<file path="config.mk">
export PLATFORM = sky130hd
export DESIGN_NAME = extra_table_ctrl_flat
export DESIGN_NICKNAME = d
export VERILOG_FILES = /design/src/rtl/extra_table_ctrl_if.sv /design/src/rtl/extra_table_ctrl.sv /design/src/flat_wrapper.sv
export SDC_FILE = /design/constraint.sdc
export NUM_CORES = 1
export LEC_CHECK = 0
export ABC_CLOCK_PERIOD_IN_PS = 1950
export BUFFER_PORTS_ARGS = -buffer_cell sky130_fd_sc_hd__buf_2
export CORE_ASPECT_RATIO = 0.7
export CORE_UTILIZATION = 45
export DETAILED_ROUTE_END_ITERATION = 16
export GPL_ROUTABILITY_DRIVEN = 1
export GPL_TIMING_DRIVEN = 0
export PLACE_DENSITY = 0.84
export SYNTH_ARGS = -nofsm -noshare
export SYNTH_HDL_FRONTEND = slang
export SYNTH_SLANG_ARGS = --single-unit
</file>
<file path="constraint.sdc">
create_clock -name clk -period 1.95 [get_ports clk]
set_input_delay 0.0975 -clock clk [delete_from_list [all_inputs] [get_ports clk]]
set_output_delay 0.0975 -clock clk [all_outputs]
set_load 0.01 [all_outputs]
</file>
<file path="src/rtl/extra_table_ctrl_if.sv">
// ----------------------------------------------------------------------------
// extra_table_ctrl_if
//
// Purpose: bundles the user-facing buses of the extra-table controller.
//          This covers the configuration write channel, the two lookup request
//          channels and the lookup response channel.
//
// Signals:
//   cfg_wr_valid/ready, cfg_wr_addr, cfg_wr_data : configuration write handshake
//   rd0_valid/ready, rd0_addr                    : lookup requester 0
//   rd1_valid/ready, rd1_addr                    : lookup requester 1
//   rsp_valid, rsp_id, rsp_data                  : lookup response (no backpressure)
//
// Modports:
//   master : table user side (drives requests, receives ready/response)
//   slave  : controller side
// ----------------------------------------------------------------------------
interface extra_table_ctrl_if #(
   parameter int ADDR_WIDTH = 9,
   parameter int DATA_WIDTH = 19
);
   logic                  cfg_wr_valid;
   logic                  cfg_wr_ready;
   logic [ADDR_WIDTH-1:0] cfg_wr_addr;
   logic [DATA_WIDTH-1:0] cfg_wr_data;

   logic                  rd0_valid;
   logic                  rd0_ready;
   logic [ADDR_WIDTH-1:0] rd0_addr;

   logic                  rd1_valid;
   logic                  rd1_ready;
   logic [ADDR_WIDTH-1:0] rd1_addr;

   logic                  rsp_valid;
   logic                  rsp_id;
   logic [DATA_WIDTH-1:0] rsp_data;

   modport master (
      output cfg_wr_valid, cfg_wr_addr, cfg_wr_data,
      output rd0_valid, rd0_addr,
      output rd1_valid, rd1_addr,
      input  cfg_wr_ready, rd0_ready, rd1_ready,
      input  rsp_valid, rsp_id, rsp_data
   );

   modport slave (
      input  cfg_wr_valid, cfg_wr_addr, cfg_wr_data,
      input  rd0_valid, rd0_addr,
      input  rd1_valid, rd1_addr,
      output cfg_wr_ready, rd0_ready, rd1_ready,
      output rsp_valid, rsp_id, rsp_data
   );
endinterface

</file>
<file path="src/rtl/extra_table_ctrl.sv">
// ----------------------------------------------------------------------------
// extra_table_ctrl
//
// Purpose: sole access controller for the extra-table simple dual-port RAM.
//          After reset, or when clear_req arrives while idle, it writes CLR_VAL
//          to every entry. In IDLE it forwards configuration writes to the RAM
//          write port. It also shares the RAM read port between two lookup
//          requesters using round-robin arbitration.
//
// Ports:
//   clk, rst        : single clock, asynchronous active-high reset
//   clear_req       : start a table clear (honoured in IDLE only)
//   busy            : high while starting up or clearing
//   clear_done      : one-cycle pulse in the first IDLE cycle after a clear
//   bus             : cfg write / lookup request / response channels
//   ram_wr_en/addr/data : RAM write port
//   ram_rd_addr     : RAM read address
//   ram_rd_data     : RAM read data, valid one cycle after ram_rd_addr
// ----------------------------------------------------------------------------
module extra_table_ctrl #(
   parameter int                    ADDR_WIDTH = 9,
   parameter int                    DATA_WIDTH = 19,
   parameter logic [DATA_WIDTH-1:0] CLR_VAL    = {DATA_WIDTH{1'b0}}
) (
   input  logic                  clk,
   input  logic                  rst,
   input  logic                  clear_req,
   output logic                  busy,
   output logic                  clear_done,
   extra_table_ctrl_if.slave     bus,
   output logic                  ram_wr_en,
   output logic [ADDR_WIDTH-1:0] ram_wr_addr,
   output logic [DATA_WIDTH-1:0] ram_wr_data,
   output logic [ADDR_WIDTH-1:0] ram_rd_addr,
   input  logic [DATA_WIDTH-1:0] ram_rd_data
);

   localparam int DEPTH = 2 ** ADDR_WIDTH;
   localparam logic [ADDR_WIDTH-1:0] LAST_ADDR = ADDR_WIDTH'(DEPTH - 1);

   typedef enum logic [1:0] {
      ST_START = 2'd0,
      ST_CLEAR = 2'd1,
      ST_IDLE  = 2'd2
   } state_t;

   state_t                state_q,      state_d;
   logic [ADDR_WIDTH-1:0] clr_cnt_q,    clr_cnt_d;
   logic                  clear_done_q, clear_done_d;
   logic                  last_gnt_q,   last_gnt_d;
   logic [ADDR_WIDTH-1:0] rd_addr_q,    rd_addr_d;
   logic                  rsp_valid_q,  rsp_valid_d;
   logic                  rsp_id_q,     rsp_id_d;
   logic                  byp_flag_q,   byp_flag_d;
   logic [DATA_WIDTH-1:0] byp_data_q,   byp_data_d;

   logic                  gnt_valid;
   logic                  gnt_id;
   logic [ADDR_WIDTH-1:0] gnt_addr;
   logic                  cfg_wr_fire;

   // ------------------------------------------------------------------------
   // Next-state, RAM port and handshake logic
   // ------------------------------------------------------------------------
   always_comb begin
      state_d          = state_q;
      clr_cnt_d        = clr_cnt_q;
      clear_done_d     = 1'b0;
      last_gnt_d       = last_gnt_q;
      rsp_id_d         = rsp_id_q;
      byp_data_d       = byp_data_q;

      ram_wr_en        = 1'b0;
      ram_wr_addr      = bus.cfg_wr_addr;
      ram_wr_data      = bus.cfg_wr_data;
      bus.cfg_wr_ready = 1'b0;
      gnt_valid        = 1'b0;
      gnt_id           = 1'b0;
      cfg_wr_fire      = 1'b0;

      case (state_q)
         ST_START: begin
            state_d = ST_CLEAR;
         end

         ST_CLEAR: begin
            ram_wr_en   = 1'b1;
            ram_wr_addr = clr_cnt_q;
            ram_wr_data = CLR_VAL;
            // Counter is exactly ADDR_WIDTH bits, so it wraps to 0 by itself,
            // which leaves it ready for the next clear.
            clr_cnt_d   = clr_cnt_q + 1'b1;
            if (clr_cnt_q == LAST_ADDR) begin
               state_d      = ST_IDLE;
               clear_done_d = 1'b1;
            end
         end

         ST_IDLE: begin
            bus.cfg_wr_ready = 1'b1;
            cfg_wr_fire      = bus.cfg_wr_valid;
            ram_wr_en        = bus.cfg_wr_valid;
            if (clear_req) begin
               state_d = ST_CLEAR;
            end

            // Round robin: on contention the requester that did not win last
            // time is served; otherwise whoever is asking.
            gnt_valid = bus.rd0_valid | bus.rd1_valid;
            if (bus.rd0_valid && bus.rd1_valid) begin
               gnt_id = ~last_gnt_q;
            end else begin
               gnt_id = bus.rd1_valid;
            end
         end

         default: begin
            state_d = ST_START;
         end
      endcase

      gnt_addr      = gnt_id ? bus.rd1_addr : bus.rd0_addr;
      bus.rd0_ready = gnt_valid & ~gnt_id;
      bus.rd1_ready = gnt_valid &  gnt_id;

      // The read address is held between grants so the RAM output stays stable.
      ram_rd_addr   = gnt_valid ? gnt_addr : rd_addr_q;
      rd_addr_d     = ram_rd_addr;

      rsp_valid_d   = gnt_valid;
      // The RAM returns old data on a same-cycle write/read to one address,
      // so the write data is captured and substituted in the response.
      byp_flag_d    = gnt_valid & cfg_wr_fire & (bus.cfg_wr_addr == gnt_addr);
      if (gnt_valid) begin
         last_gnt_d = gnt_id;
         rsp_id_d   = gnt_id;
         byp_data_d = bus.cfg_wr_data;
      end
   end

   // ------------------------------------------------------------------------
   // State registers
   // ------------------------------------------------------------------------
   always_ff @(posedge clk or posedge rst) begin
      if (rst) begin
         state_q      <= ST_START;
         clr_cnt_q    <= '0;
         clear_done_q <= 1'b0;
         last_gnt_q   <= 1'b1;
         rd_addr_q    <= '0;
         rsp_valid_q  <= 1'b0;
         rsp_id_q     <= 1'b0;
         byp_flag_q   <= 1'b0;
         byp_data_q   <= '0;
      end else begin
         state_q      <= state_d;
         clr_cnt_q    <= clr_cnt_d;
         clear_done_q <= clear_done_d;
         last_gnt_q   <= last_gnt_d;
         rd_addr_q    <= rd_addr_d;
         rsp_valid_q  <= rsp_valid_d;
         rsp_id_q     <= rsp_id_d;
         byp_flag_q   <= byp_flag_d;
         byp_data_q   <= byp_data_d;
      end
   end

   // ------------------------------------------------------------------------
   // Outputs
   // ------------------------------------------------------------------------
   assign busy          = (state_q != ST_IDLE);
   assign clear_done    = clear_done_q;
   assign bus.rsp_valid = rsp_valid_q;
   assign bus.rsp_id    = rsp_id_q;
   assign bus.rsp_data  = byp_flag_q ? byp_data_q : ram_rd_data;

endmodule

</file>
<file path="src/flat_wrapper.sv">
// flat-port wrapper written by rule: the top's interface ports become plain ports
module extra_table_ctrl_flat 
#(
   parameter int                    ADDR_WIDTH = 9,
   parameter int                    DATA_WIDTH = 19,
   parameter logic [DATA_WIDTH-1:0] CLR_VAL    = {DATA_WIDTH{1'b0}}
)
  (clk, rst, clear_req, busy, clear_done, ram_wr_en, ram_wr_addr, ram_wr_data, ram_rd_addr, ram_rd_data, bus_cfg_wr_valid, bus_cfg_wr_addr, bus_cfg_wr_data, bus_rd0_valid, bus_rd0_addr, bus_rd1_valid, bus_rd1_addr, bus_cfg_wr_ready, bus_rd0_ready, bus_rd1_ready, bus_rsp_valid, bus_rsp_id, bus_rsp_data);
  extra_table_ctrl_if #(.ADDR_WIDTH(ADDR_WIDTH), .DATA_WIDTH(DATA_WIDTH)) bus_i ();
  input  logic clk;
  input  logic rst;
  input  logic clear_req;
  output logic busy;
  output logic clear_done;
  output logic ram_wr_en;
  output logic [ADDR_WIDTH-1:0] ram_wr_addr;
  output logic [DATA_WIDTH-1:0] ram_wr_data;
  output logic [ADDR_WIDTH-1:0] ram_rd_addr;
  input  logic [DATA_WIDTH-1:0] ram_rd_data;
  input wire logic [$bits(bus_i.cfg_wr_valid)-1:0] bus_cfg_wr_valid;
  input wire logic [$bits(bus_i.cfg_wr_addr)-1:0] bus_cfg_wr_addr;
  input wire logic [$bits(bus_i.cfg_wr_data)-1:0] bus_cfg_wr_data;
  input wire logic [$bits(bus_i.rd0_valid)-1:0] bus_rd0_valid;
  input wire logic [$bits(bus_i.rd0_addr)-1:0] bus_rd0_addr;
  input wire logic [$bits(bus_i.rd1_valid)-1:0] bus_rd1_valid;
  input wire logic [$bits(bus_i.rd1_addr)-1:0] bus_rd1_addr;
  output wire logic [$bits(bus_i.cfg_wr_ready)-1:0] bus_cfg_wr_ready;
  output wire logic [$bits(bus_i.rd0_ready)-1:0] bus_rd0_ready;
  output wire logic [$bits(bus_i.rd1_ready)-1:0] bus_rd1_ready;
  output wire logic [$bits(bus_i.rsp_valid)-1:0] bus_rsp_valid;
  output wire logic [$bits(bus_i.rsp_id)-1:0] bus_rsp_id;
  output wire logic [$bits(bus_i.rsp_data)-1:0] bus_rsp_data;
  assign bus_i.cfg_wr_valid = bus_cfg_wr_valid;
  assign bus_i.cfg_wr_addr = bus_cfg_wr_addr;
  assign bus_i.cfg_wr_data = bus_cfg_wr_data;
  assign bus_i.rd0_valid = bus_rd0_valid;
  assign bus_i.rd0_addr = bus_rd0_addr;
  assign bus_i.rd1_valid = bus_rd1_valid;
  assign bus_i.rd1_addr = bus_rd1_addr;
  assign bus_cfg_wr_ready = bus_i.cfg_wr_ready;
  assign bus_rd0_ready = bus_i.rd0_ready;
  assign bus_rd1_ready = bus_i.rd1_ready;
  assign bus_rsp_valid = bus_i.rsp_valid;
  assign bus_rsp_id = bus_i.rsp_id;
  assign bus_rsp_data = bus_i.rsp_data;
  extra_table_ctrl #(.ADDR_WIDTH(ADDR_WIDTH), .DATA_WIDTH(DATA_WIDTH), .CLR_VAL(CLR_VAL)) u_core (.clk(clk), .rst(rst), .clear_req(clear_req), .busy(busy), .clear_done(clear_done), .bus(bus_i), .ram_wr_en(ram_wr_en), .ram_wr_addr(ram_wr_addr), .ram_wr_data(ram_wr_data), .ram_rd_addr(ram_rd_addr), .ram_rd_data(ram_rd_data));
endmodule
</file>
==> reports/summary.txt <==
DRT antenna net count = 0
Syn Nets = 309
Tmin final = 1.98 ns
Reg-to-reg slack, setup = 0.28 ns
Gr ovfl total = 0
Internal = 2030 uW
R2R Path End = u_core.byp_flag_q
Max_cap viols = 0
Nets@finish = 457
Worst R2R Path Depth = 10
Diode count = 0
Required @ worst endpoint = 1.85 ns
Starting DRT DRC Count = 65
Largest net degree at the start of global routing = 45
CTS sink count = 44
Clock Path Buffers = 2
Yosys top cell area share = 42.3%
Global placer's final weighted congestion = 0.895
Synth Instances = 232
Crit share post-route = 102%
Routed vias = 2,274
Initial antenna violation count = 0
Synth top area cells = dfrtp_1, mux2_2, nor2b_1
Synth unique cells = 34
Area growth from synthesis to layout = 40.0%
Peak VDD IR = 501 uV
Outcome = finished with violations
CTS Buf Count = 5
Worst-skew pair later-pin latency = 0.29 ns
Netlist Area Pre-Place = 0.00255 mm2
Leak = 0.00184 uW
Tot GR Track Use = 22.5%
Crit start category = flip-flop
Flops & latches, synth = 44
CTS clk-pin slew, worst paths = 0.08 ns
R2r startpoint = u_core.state_q[0]
Chip Height = 64.9 um
Post-layout util = 66.7%
Avg WL per Cell = 14.6 um
Register area share after synthesis = 43.3%
Measured slew at the worst slew-check pin = 0.892 ns
Design area = 0.00356 mm2
Core area = 0.00534 mm2
Non-filler instance count after layout = 453
Hold Violations, Final = 7
Synth Flop Type = dfrtp_1
Synthesized area per cell = 11.0 um2
H-Tree Depth = 2
RSZ-0062 raised after global routing = yes
Clock Tree Root = clkbuf_8
Switching pwr = 1040 uW
Routed WL = 6.59 mm
Failing checks = negative hold slack, negative setup slack
IO Count = 135
Combinational power share = 39.6%
CTS tree = yes
TritonRoute pass-1 iters = 4
Area after DPL = 0.00331 mm2
PD cells = 862 mW/mm2
Slew Limit Fails = 0
Vias in the first global route = 2,206
Yosys top cell by area = dfrtp_1
Synth async-reset ratio = 100%
Input/output buffers = 134
Die Width = 91.9 um
Vias per inst = 5.02
Max FO, Critical Path = 9
Initial Util = 47.7%
Pwr Total = 3070 uW
Setup ws final = -0.0324 ns
Clock network power share = 22.2%
Share of cells above drive strength 1 = 57.7%
Die ar. = 0.00597 mm2
# rows = 22
Worst Skew = 0.00407 ns
Hold Crit Class = in -> async
Post-DP HPWL = 4.99 mm
Reg power frac = 38.2%
Switch share = 33.8%
Setup Viol. Count Final = 2
CP Class = reg -> out
CP Capture Type = output pin
Dpl cells = 438
DRC = 0
Post-synth EDFFs = 0
Slew margin rel. = 40.4%
Ys Warns = 0
First-pass GRT wire length = 10.4 mm
Crit path DAT = 1.88 ns
Max Clk Rate = 0.504 GHz
Min Hold Slack = -0.00665 ns
## cells by family (layout without fill, tap and decap cells)
logic type	Yosys count	after routing	share of synthesized area, %
flops	44	44	43.3
simple gates	55	55	11.4
xor+xnor	19	19	6.54
compound gates	29	29	6.83
mux	58	58	25.2
buf+inv	21	170	3.73
fa+ha+maj	6	6	2.95
## power by group through the flow
stage | sequential (uW) | clock (uW) | combinational (uW)
finish | 1170 | 681 | 1220
CTS | 1170 | 704 | 1200
detailed placement | 1190 | 0 | 1130
global placement | 1180 | 0 | 1100
floorplan | 1150 | 0 | 705
global route | 1190 | 740 | 1320
## stage by stage
step	TNS [ns]	setup slack, ns
after floorplan	0	0.0293
after global placement	-0.332	-0.0897
after detailed placement	-0.658	-0.212
after CTS	-0.00650	-0.00391
after global routing	-1.03	-0.129
final	-0.0570	-0.0324
## how the worst max path moves through the flow
stage / startpoint / to / slack [ns] / cells after the start
6_report: u_core.state_q[0] / ram_rd_addr[7] / -0.03 / 9
5_1_grt: u_core.state_q[0] / ram_rd_addr[8] / -0.13 / 9
4_1_cts: u_core.state_q[0] / ram_rd_addr[7] / -0.004 / 9
3_5_place_dp: u_core.state_q[0] / ram_rd_addr[7] / -0.21 / 9
3_3_place_gp: u_core.state_q[0] / ram_rd_addr[6] / -0.09 / 9
2_1_floorplan: u_core.state_q[0] / u_core.rd_addr_q[2] / 0.03 / 8
## routing by layer
metal,track usage [%],part of all wire (%),wire length [um],vias up
li1,-,-,-,1092
met1,29.8,44,2910,1111
met5,0,0,0,-
met4,4.30,0.62,41,0
met2,38.1,49,3250,67
met3,5.05,6.0,396,4
## synthesized netlist by cell type, types with 2 or more instances
library cell	n
a21o_1	2
buf_2	4
ha_1	6
mux2i_1	9
xnor2_1	13
a21oi_1	6
o21ai_1	2
nand2_1	14
nand2b_1	2
clkbuf_1	5
nand4_1	4
xor2_1	6
nor2_1	8
nor2b_1	21
inv_1	9
mux2_2	49
dfrtp_1	43
o21ai_0	12
and2_1	2
## worst max-delay path, cell delays in order (launching register included)
cell and delay (ns):
dfrtp_1 0.41, inv_2 0.09, ha_4 0.15, nand2_2 0.05, a21oi_2 0.14, buf_4 0.16, buf_12 0.14, mux2i_4 0.23
o21ai_2 0.09, buf_2 0.15
## cell usage in the layout (no fill, tap or decap), types with 2 or more instances in the layout
master	instances
a21o_1	2
a21oi_1	5
and2_1	2
buf_2	138
buf_4	9
buf_6	2
clkbuf_1	2
clkbuf_8	5
dfrtp_1	42
ha_1	5
inv_1	7
inv_2	2
mux2_2	49
mux2i_1	6
mux2i_4	2
nand2_1	13
nand2b_1	2
nand4_1	4
nor2_1	8
nor2b_1	21
o21ai_0	4
o21ai_1	8
o21ai_2	2
xnor2_1	13
xor2_1	6
## flip-flops by register name, indices dropped and copies added (netlist names)
name and cells:
u_core.byp_data_q 19, u_core.clr_cnt_q 9, u_core.rd_addr_q 9, u_core.state_q 2
u_core.bus.rsp_id 1, u_core.bus.rsp_valid 1, u_core.byp_flag_q 1, u_core.clear_done 1
u_core.last_gnt_q 1
## timing repair
action / 4_1_cts / 5_1_grt
hold buffers: 0 / 0
gates resized for setup: 19 / 18
endpoints found under the setup margin: 41 / 21
cloned: 0 / 0
pin swaps: 0 / 2
buffers inserted: 5 / 3
endpoints found under the hold margin: 0 / 0
## area by class of cell
class,count,area (um2)
fillers,463,1780
multi-input cells,167,1400
flip-flops and latches,44,1100
repair buffers,142,738
well taps,72,90.1
plain buffers,11,86.3
clock buffers,6,72.6
clock inverters,2,35.0
inverters,9,33.8
Note: power is estimated with default switching activity, not from simulation.
